File: src/rtl/pc_sequencer_pkg.sv
// pc_sequencer_pkg: shared widths, default interrupt vector and FSM state encoding.
package pc_sequencer_pkg;
  localparam int WORD_WIDTH = 32;
  localparam logic [WORD_WIDTH-1:0] IRQ_VECTOR_DEF = 32'h0000_0018;
  typedef enum logic {RUN = 1'b0, PEND = 1'b1} state_e;
endpackage

File: src/rtl/pc_sequencer_if.sv
// pc_sequencer_if: fetch-stage bus between the PC datapath (master) and the sequencer (slave).
// Interrupt signals exist only when PC_SEQ_IRQ_EN is defined.
interface pc_sequencer_if
  import pc_sequencer_pkg::*;
#(
  parameter int WW = WORD_WIDTH,
  parameter int CW = 16
);
  logic [WW-1:0] pc_cur, pc_plus4, branch_addr, pc_next;
  logic hazard_stall, mem_ready, branch_taken;
  logic freeze, flush, fetch_valid;
  logic [CW-1:0] stall_cnt;
`ifdef PC_SEQ_IRQ_EN
  logic irq_req, irq_ack;
  logic [WW-1:0] irq_ret_addr;
`endif
  modport master (
    output pc_cur, pc_plus4, hazard_stall, mem_ready, branch_taken, branch_addr,
`ifdef PC_SEQ_IRQ_EN
    output irq_req, input irq_ack, irq_ret_addr,
`endif
    input pc_next, freeze, flush, fetch_valid, stall_cnt
  );
  modport slave (
    input pc_cur, pc_plus4, hazard_stall, mem_ready, branch_taken, branch_addr,
`ifdef PC_SEQ_IRQ_EN
    input irq_req, output irq_ack, irq_ret_addr,
`endif
    output pc_next, freeze, flush, fetch_valid, stall_cnt
  );
endinterface

File: src/rtl/pc_sequencer_sat_counter.sv
// pc_sequencer_sat_counter: enable-driven up counter that sticks at all-ones.
module pc_sequencer_sat_counter #(
  parameter int W = 16
) (
  input  logic         clk,
  input  logic         rst_n,
  input  logic         en_i,
  output logic [W-1:0] cnt_o
);
  logic [W-1:0] cnt_q, cnt_d;
  assign cnt_d = (en_i && !(&cnt_q)) ? cnt_q + 1'b1 : cnt_q;
  always_ff @(posedge clk or negedge rst_n)
    if (!rst_n) cnt_q <= '0;
    else cnt_q <= cnt_d;
  assign cnt_o = cnt_q;
endmodule

File: src/rtl/pc_sequencer.sv
// pc_sequencer: next-PC arbitration for fetch (branch, interrupt, stalls) with pending-redirect hold.
// Interrupt accept is built only when PC_SEQ_IRQ_EN is defined.
module pc_sequencer
  import pc_sequencer_pkg::*;
#(
`ifdef PC_SEQ_IRQ_EN
  parameter logic [WORD_WIDTH-1:0] IRQ_VECTOR = IRQ_VECTOR_DEF,
`endif
  parameter int CNT_WIDTH = 16
) (
  input logic clk,
  input logic rst_n,
  pc_sequencer_if.slave bus
);
  state_e state_q, state_d;
  logic [WORD_WIDTH-1:0] pend_q, pend_d, pc_next;
  logic freeze, flush;
`ifdef PC_SEQ_IRQ_EN
  logic [WORD_WIDTH-1:0] ret_q, ret_d;
  logic irq_ack;
`endif
  always_ff @(posedge clk or negedge rst_n)
    if (!rst_n) begin
      state_q <= RUN;
      pend_q  <= '0;
`ifdef PC_SEQ_IRQ_EN
      ret_q   <= '0;
`endif
    end else begin
      state_q <= state_d;
      pend_q  <= pend_d;
`ifdef PC_SEQ_IRQ_EN
      ret_q   <= ret_d;
`endif
    end
  always_comb begin
    state_d = state_q;
    pend_d  = pend_q;
    pc_next = bus.pc_plus4;
    freeze  = 1'b0;
    flush   = 1'b0;
`ifdef PC_SEQ_IRQ_EN
    ret_d   = ret_q;
    irq_ack = 1'b0;
`endif
    if (state_q == PEND) begin
      // The newest redirect wins, even on the cycle memory completes.
      pend_d  = bus.branch_taken ? bus.branch_addr : pend_q;
      pc_next = pend_d;
      freeze  = !bus.mem_ready;
      flush   = 1'b1;
      state_d = bus.mem_ready ? RUN : PEND;
    end else if (bus.branch_taken && bus.mem_ready) begin
      pc_next = bus.branch_addr;
      flush   = 1'b1;
    end else if (bus.branch_taken) begin
      pend_d  = bus.branch_addr;
      freeze  = 1'b1;
      flush   = 1'b1;
      state_d = PEND;
`ifdef PC_SEQ_IRQ_EN
    end else if (bus.irq_req && bus.mem_ready && !bus.hazard_stall) begin
      pc_next = IRQ_VECTOR;
      flush   = 1'b1;
      irq_ack = 1'b1;
      ret_d   = bus.pc_cur;
`endif
    end else begin
      freeze  = !bus.mem_ready || bus.hazard_stall;
    end
  end
  assign bus.pc_next     = pc_next;
  assign bus.freeze      = freeze;
  assign bus.flush       = flush;
  assign bus.fetch_valid = (state_q == RUN) && bus.mem_ready && !flush && !bus.hazard_stall;
`ifdef PC_SEQ_IRQ_EN
  assign bus.irq_ack      = irq_ack;
  assign bus.irq_ret_addr = ret_q;
`endif
  pc_sequencer_sat_counter #(.W(CNT_WIDTH)) u_cnt (
    .clk  (clk),
    .rst_n(rst_n),
    .en_i (freeze),
    .cnt_o(bus.stall_cnt)
  );
endmodule
File: src/flat_wrapper.sv
// flat-port wrapper written by rule: the top's interface ports become plain ports
module pc_sequencer_flat import pc_sequencer_pkg::*;
#(

  parameter int CNT_WIDTH = 16
)
  (clk, rst_n, bus_pc_cur, bus_pc_plus4, bus_hazard_stall, bus_mem_ready, bus_branch_taken, bus_branch_addr, bus_pc_next, bus_freeze, bus_flush, bus_fetch_valid, bus_stall_cnt);
  pc_sequencer_if bus_i ();
  input logic clk;
  input logic rst_n;
  input wire logic [$bits(bus_i.pc_cur)-1:0] bus_pc_cur;
  input wire logic [$bits(bus_i.pc_plus4)-1:0] bus_pc_plus4;
  input wire logic [$bits(bus_i.hazard_stall)-1:0] bus_hazard_stall;
  input wire logic [$bits(bus_i.mem_ready)-1:0] bus_mem_ready;
  input wire logic [$bits(bus_i.branch_taken)-1:0] bus_branch_taken;
  input wire logic [$bits(bus_i.branch_addr)-1:0] bus_branch_addr;
  output wire logic [$bits(bus_i.pc_next)-1:0] bus_pc_next;
  output wire logic [$bits(bus_i.freeze)-1:0] bus_freeze;
  output wire logic [$bits(bus_i.flush)-1:0] bus_flush;
  output wire logic [$bits(bus_i.fetch_valid)-1:0] bus_fetch_valid;
  output wire logic [$bits(bus_i.stall_cnt)-1:0] bus_stall_cnt;
  assign bus_i.pc_cur = bus_pc_cur;
  assign bus_i.pc_plus4 = bus_pc_plus4;
  assign bus_i.hazard_stall = bus_hazard_stall;
  assign bus_i.mem_ready = bus_mem_ready;
  assign bus_i.branch_taken = bus_branch_taken;
  assign bus_i.branch_addr = bus_branch_addr;
  assign bus_pc_next = bus_i.pc_next;
  assign bus_freeze = bus_i.freeze;
  assign bus_flush = bus_i.flush;
  assign bus_fetch_valid = bus_i.fetch_valid;
  assign bus_stall_cnt = bus_i.stall_cnt;
  pc_sequencer #(.CNT_WIDTH(CNT_WIDTH)) u_core (.clk(clk), .rst_n(rst_n), .bus(bus_i));
endmodule
File: config.mk
export PLATFORM = sky130hd
export DESIGN_NAME = pc_sequencer_flat
export DESIGN_NICKNAME = d
export VERILOG_FILES = /design/src/rtl/pc_sequencer_pkg.sv /design/src/rtl/pc_sequencer_if.sv /design/src/rtl/pc_sequencer_sat_counter.sv /design/src/rtl/pc_sequencer.sv /design/src/flat_wrapper.sv
export SDC_FILE = /design/constraint.sdc
export NUM_CORES = 1
export LEC_CHECK = 0
export CAP_MARGIN = 0
export CORE_MARGIN = 4
export CORE_UTILIZATION = 43
export CTS_CLUSTER_SIZE = 16
export DETAILED_ROUTE_END_ITERATION = 8
export PLACE_DENSITY = 0.84
export SETUP_SLACK_MARGIN = 0.5
export SYNTH_ARGS = -nofsm -noshare
export SYNTH_HDL_FRONTEND = slang
export SYNTH_SLANG_ARGS = --single-unit
File: constraint.sdc
create_clock -name clk -period 2.8 [get_ports clk]
set_input_delay 0.42 -clock clk [delete_from_list [all_inputs] [get_ports clk]]
set_output_delay 0.42 -clock clk [all_outputs]
set_load 0.1 [all_outputs]
### After elaboration in Yosys (flattened, before gate mapping)

Cells that the tools add are included.

* add/subtract/negate cells: 1
* equal/unequal tests: 1
* multiplexer cells: 14
* bitwise gates (word level): 1
* reductions and logical operators: 11

Operator list (count)
* $mux W32: 5
* $add A16 B1 Y16 const B: 1
* $reduce_and A16 Y1: 1
* $mux W1: 9
* $logic_and A1 B1 Y1: 5
* $logic_not A1 Y1: 4
* $ne A2 B1 Y1 const B: 1
* $logic_or A1 B1 Y1: 1
* $not A1 Y1: 1

* flip-flop bits (word level): 49
* input bits: 101
* output and inout port bits: 51
* word-level logic and storage cells: 31

### Logic depth before layout (Yosys ltp)

* depth after elaboration: 6
* depth in mapped cells: 6
* depth with buffers taken out: 5

### By module

Synthesis repeated with hierarchy kept, for this count alone.

* cells, all modules: 298
* area, all modules: 3125.5 um^2

By module, submodules not included
* pc_sequencer: instances 1, cells each 223, area an instance 2284.7 um^2, sequential area each 825.8 um^2
* pc_sequencer_sat_counter: instances 1, cells each 75, area an instance 840.8 um^2, sequential area each 400.4 um^2

### Worst setup path after synthesis

Ideal clock, no wire load.

* kind: input to output
* from: in bus_branch_taken
* to: out bus_fetch_valid
* arrival: 3.273 ns
* data required time: 2.380 ns
* slack: -0.893 ns
* cell stages on the path: 4
* buffers on the path: 1
* cells stage by stage: buf_6 > nor2_1 > inv_1 > nor3_1

* longest elaborated chain between the ends: 6
* elaborated cells on any way between the ends: 7
* those cells by class: 3 x mux; 4 x reduce/logical

Ends and longest elaborated chain
* from (decl): RTL line flat_wrapper.sv:15 `input wire logic [$bits(bus_i.branch_taken)-1:0] bus_branch_taken;`
* $mux W1 / $logic_and A1 B1 Y1 (equally long branches): RTL line pc_sequencer.sv:56, pc_sequencer.sv:53
* $mux W1 (*): RTL line pc_sequencer.sv:53 `end else if (bus.branch_taken && bus.mem_ready) begin`
* $mux W1 (*): RTL line pc_sequencer.sv:46 `if (state_q == PEND) begin`
* named net bus_flush: RTL line flat_wrapper.sv:19 `output wire logic [$bits(bus_i.flush)-1:0] bus_flush;`
* $logic_not A1 Y1 (*): RTL line pc_sequencer.sv:75 `assign bus.fetch_valid = (state_q == RUN) && bus.mem_ready && !flush && !bus.hazard_stall;`
* $logic_and A1 B1 Y1 (*) (2 in series): RTL line pc_sequencer.sv:75
* to (decl): RTL line flat_wrapper.sv:20 `output wire logic [$bits(bus_i.fetch_valid)-1:0] bus_fetch_valid;`

The timed path passes the listed nets; every way through them passes the cells marked *.

### Worst setup path in the final report

* from: in bus_mem_ready
* to: out bus_pc_next[12]

* longest elaborated chain between the ends: 3

Ends and longest elaborated chain
* from (decl): RTL line flat_wrapper.sv:14 `input wire logic [$bits(bus_i.mem_ready)-1:0] bus_mem_ready;`
* $logic_and A1 B1 Y1: RTL line pc_sequencer.sv:53
* $mux W32: RTL line pc_sequencer.sv:53
* $mux W32: RTL line pc_sequencer.sv:46
* to (decl): RTL line flat_wrapper.sv:17 `output wire logic [$bits(bus_i.pc_next)-1:0] bus_pc_next;`

No other way between the ends.

==> qor.csv <==
metric,value,unit
status,"finished, final reports clean",
core,0.00649,mm^2
netlist_area,0.00294,mm^2
synthToLayoutAreaGrowth,73.3,%
critPathRequiredTime,2.38,ns
cp_top_family,buffers and inverters,
layout_min_cycle_time,2.25,ns
rsz0062_at_grt,yes,
cts_tree,done,
port_buffers,119,
clock-sinks,49,
hold_class,input port to asynchronous set/reset pin,
die_x,90.7,um
num_rows,29,
power_leakage,2.06,nW
drive_gt1_share,48.3,%
p_sw_share,47.9,%
clockBufferDepth,2,
die_h,90.7,um
place_congestion,0.772,
ir_drop,955,uV
worstSetupStartpoint,bus_mem_ready,
power,0.00361,W
powerDensity,709,mW/mm^2
place_area,0.00481,mm^2
crit_type,input port to output pin,
diodes,0,
wl_per_cell,17.9,um
num-fill-cells,408,
grt_pass1_vias,2980,
design_area,0.00510,mm^2
final_hold_viol_count,0,
hpwlAfterDp,6380,um
firstDrtPassIters,4,
cts_max_level,2,
synthesis.yosys.warnings,0,
synth_cell_types,26,
clk_pin_slew,0.10,ns
worst_pin_slew,0.518,ns
maxSlewViolCount,0,
drc,0,
maxCapViolations,0,
vias_per_cell,5.71,
syn_area_per_cell,10.0,um^2
cpPeakStageDelay,0.49,ns
maxSlewHeadroom,65.5,%
wl,8840,um
ant_nets,0,
cp_max_fo,12,
power_switching,0.00173,W
grt_util_all_layers,21.3,%
initial_core_util,45.3,%
num_vias,2813,
crit_arrival,1.83,ns
grt-ovfl-total,0,
clock_skew,0.0122,ns
numCtsBuffers,5,
synth_seq_cells,49,
fmax,445,MHz
cts_root_buf,clkbuf_8,
r2r-start,u_core.state_q$_DFF_PN0_,
syn-num-nets,396,
grt_max_degree,36,
synthCells,294,
grt_pass1_wl,14500,um
startpoint_type,input port,
ios,152,
power.share.sequential,27.4,%
cp-end-kind,output pin,
pwr-share-comb,56.2,%
drtIter0Drc,84,
fin_crit_sh,80.3,%
fin_tns_setup,0,ns
cp_slowest_cell,clkdlybuf4s50_1,
setup_viol,0,
clkPwrFrac,16.4,%
clk-insertion-delay-late,0.31,ns
antenna_found_initial,0,
nets,517,
path_cells,clkdlybuf4s50_1 -> o21ai_4 -> buf_4 -> o22ai_1 -> nor2_4 -> buf_12,
path_buf_inv,3,
die-area,0.00823,mm^2
whs,0.0669,ns
synth-seq-area-share,41.7,%
power.internal,0.00188,W
[state kept, by name, summed over array words and instances (netlist names)]
| signal | flops |
|---|---|
| u_core.pend_q | 32 |
| u_core.u_cnt.cnt_o | 16 |
| u_core.state_q | 1 |
[final timing paths]
path | cells past startpoint | endpoint | slack (ns)
max in group asynchronous | 2 | u_core.pend_q[17]$_DFFE_PN0P_ | 2.05
min in group clk | 1 | u_core.pend_q[15]$_DFFE_PN0P_ | 0.51
setup / recovery | 6 | bus_pc_next[12] | 0.55
setup reg to reg | 5 | u_core.u_cnt.cnt_o[12]$_DFFE_PN0P_ | 0.74
hold reg to reg | 1 | u_core.pend_q[15]$_DFFE_PN0P_ | 0.51
hold / removal | 1 | u_core.u_cnt.cnt_o[10]$_DFFE_PN0P_ | 0.07
[routing by layer]
metal | part of all wire (%) | wire [um] | vias up | GRT usage, %
li1 | - | - | 1325 | -
met1 | 41 | 3590 | 1393 | 26.1
met2 | 53 | 4640 | 84 | 37.8
met3 | 5.4 | 473 | 11 | 4.42
met4 | 1.5 | 136 | 0 | 5.61
met5 | 0 | 0 | - | 0
[worst register-to-register path, delay by kind of cell, from the launching register on]
family	cells	cell delay (ns)
simple gates	2	0.52
flops	1	0.54
compound gates	1	0.38
mux	1	0.34
buf+inv	1	0.18
[per-stage QoR]
stage,setup slack (ns),utilization (%),cells
finish,0.552,78.5,493
global route,0.456,78.5,493
CTS,0.528,77.0,493
detailed placement,0.338,74.0,481
global placement,0.362,74.0,481
floorplan,0.365,-,294
[cell usage after synthesis]
master / count / area, um^2
mux2_2: 66 / 743
nand4_1: 7 / 43.8
nand3_1: 2 / 10.0
buf_2: 6 / 30.0
nor3_1: 38 / 190
inv_1: 4 / 15.0
buf_1: 3 / 11.3
a21o_1: 1 / 7.51
nand2_1: 5 / 18.8
nor2_1: 39 / 146
nor3b_1: 1 / 7.51
ha_1: 1 / 12.5
nor4b_2: 1 / 15.0
clkbuf_1: 12 / 45.0
a211o_1: 1 / 8.76
nor4_1: 4 / 25.0
and3_1: 1 / 6.26
nor4_2: 1 / 12.5
xor2_1: 13 / 114
and4bb_2: 1 / 12.5
or3b_1: 1 / 8.76
a21oi_1: 2 / 10.0
buf_6: 1 / 11.3
o21ai_1: 2 / 10.0
o22ai_1: 32 / 200
dfrtp_1: 49 / 1230
[area by class of cell]
| type | count | area, um^2 | share of cell area [%] |
|---|---|---|---|
| multi-input combinational | 219 | 1970 | 38.6 |
| timing repair buffer | 136 | 1650 | 32.4 |
| sequential | 49 | 1230 | 24.2 |
| tap | 77 | 96.3 | 1.89 |
| clock buffer | 5 | 68.8 | 1.35 |
| clock inverter | 3 | 65.1 | 1.28 |
| inverter | 4 | 15.0 | 0.295 |
[cell families (layout without fill, tap and decap cells)]
family,count (synthesis),after routing,share of synthesized area (%)
DFF,49,49,41.7
buffers and inverters,26,148,3.83
and+or+nand+nor,101,101,16.9
AOI/OAI and AO/OA,38,38,8.04
xor gates and xnor gates,13,13,3.87
muxes,66,66,25.3
adders and majority gates,1,1,0.425
[power groups by stage]
stage	clock (W)	sequential [W]	combinational [W]
final	0.000593	0.000991	0.00203
after detailed placement	0	0.00101	0.00199
after global routing	0.000635	0.00101	0.00212
after global placement	0	0.000999	0.00196
after CTS	0.000604	0.000989	0.00202
after floorplan	0	0.00149	0.000878
[cells in the final DEF, fill, tap and decap left out, drive strengths merged]
cell type | synthesis | final
a21o | 1 | 1
clkinv | 0 | 1
nand2 | 5 | 5
clkdlybuf4s50 | 0 | 66
nand4 | 7 | 7
nor3b | 1 | 1
nor3 | 38 | 38
ha | 1 | 1
o22ai | 32 | 32
nand3 | 2 | 2
a21oi | 2 | 2
a211o | 1 | 1
inv | 4 | 4
dlymetal6s2s | 0 | 1
mux2 | 66 | 66
dfrtp | 49 | 49
nor2 | 39 | 39
buf | 10 | 69
or3b | 1 | 1
and4bb | 1 | 1
and3 | 1 | 1
xor2 | 13 | 13
o21ai | 2 | 2
nor4b | 1 | 1
clkbuf | 12 | 5
bufinv | 0 | 2
nor4 | 5 | 5
[repair_timing]
action,in CTS,in global routing
setup buffers,4,0
endpoints found under the setup margin,33,25
gates resized for setup,6,17
hold buffers,0,0
pin swaps,1,0
No activity file was read; power rests on OpenSTA's default activity.
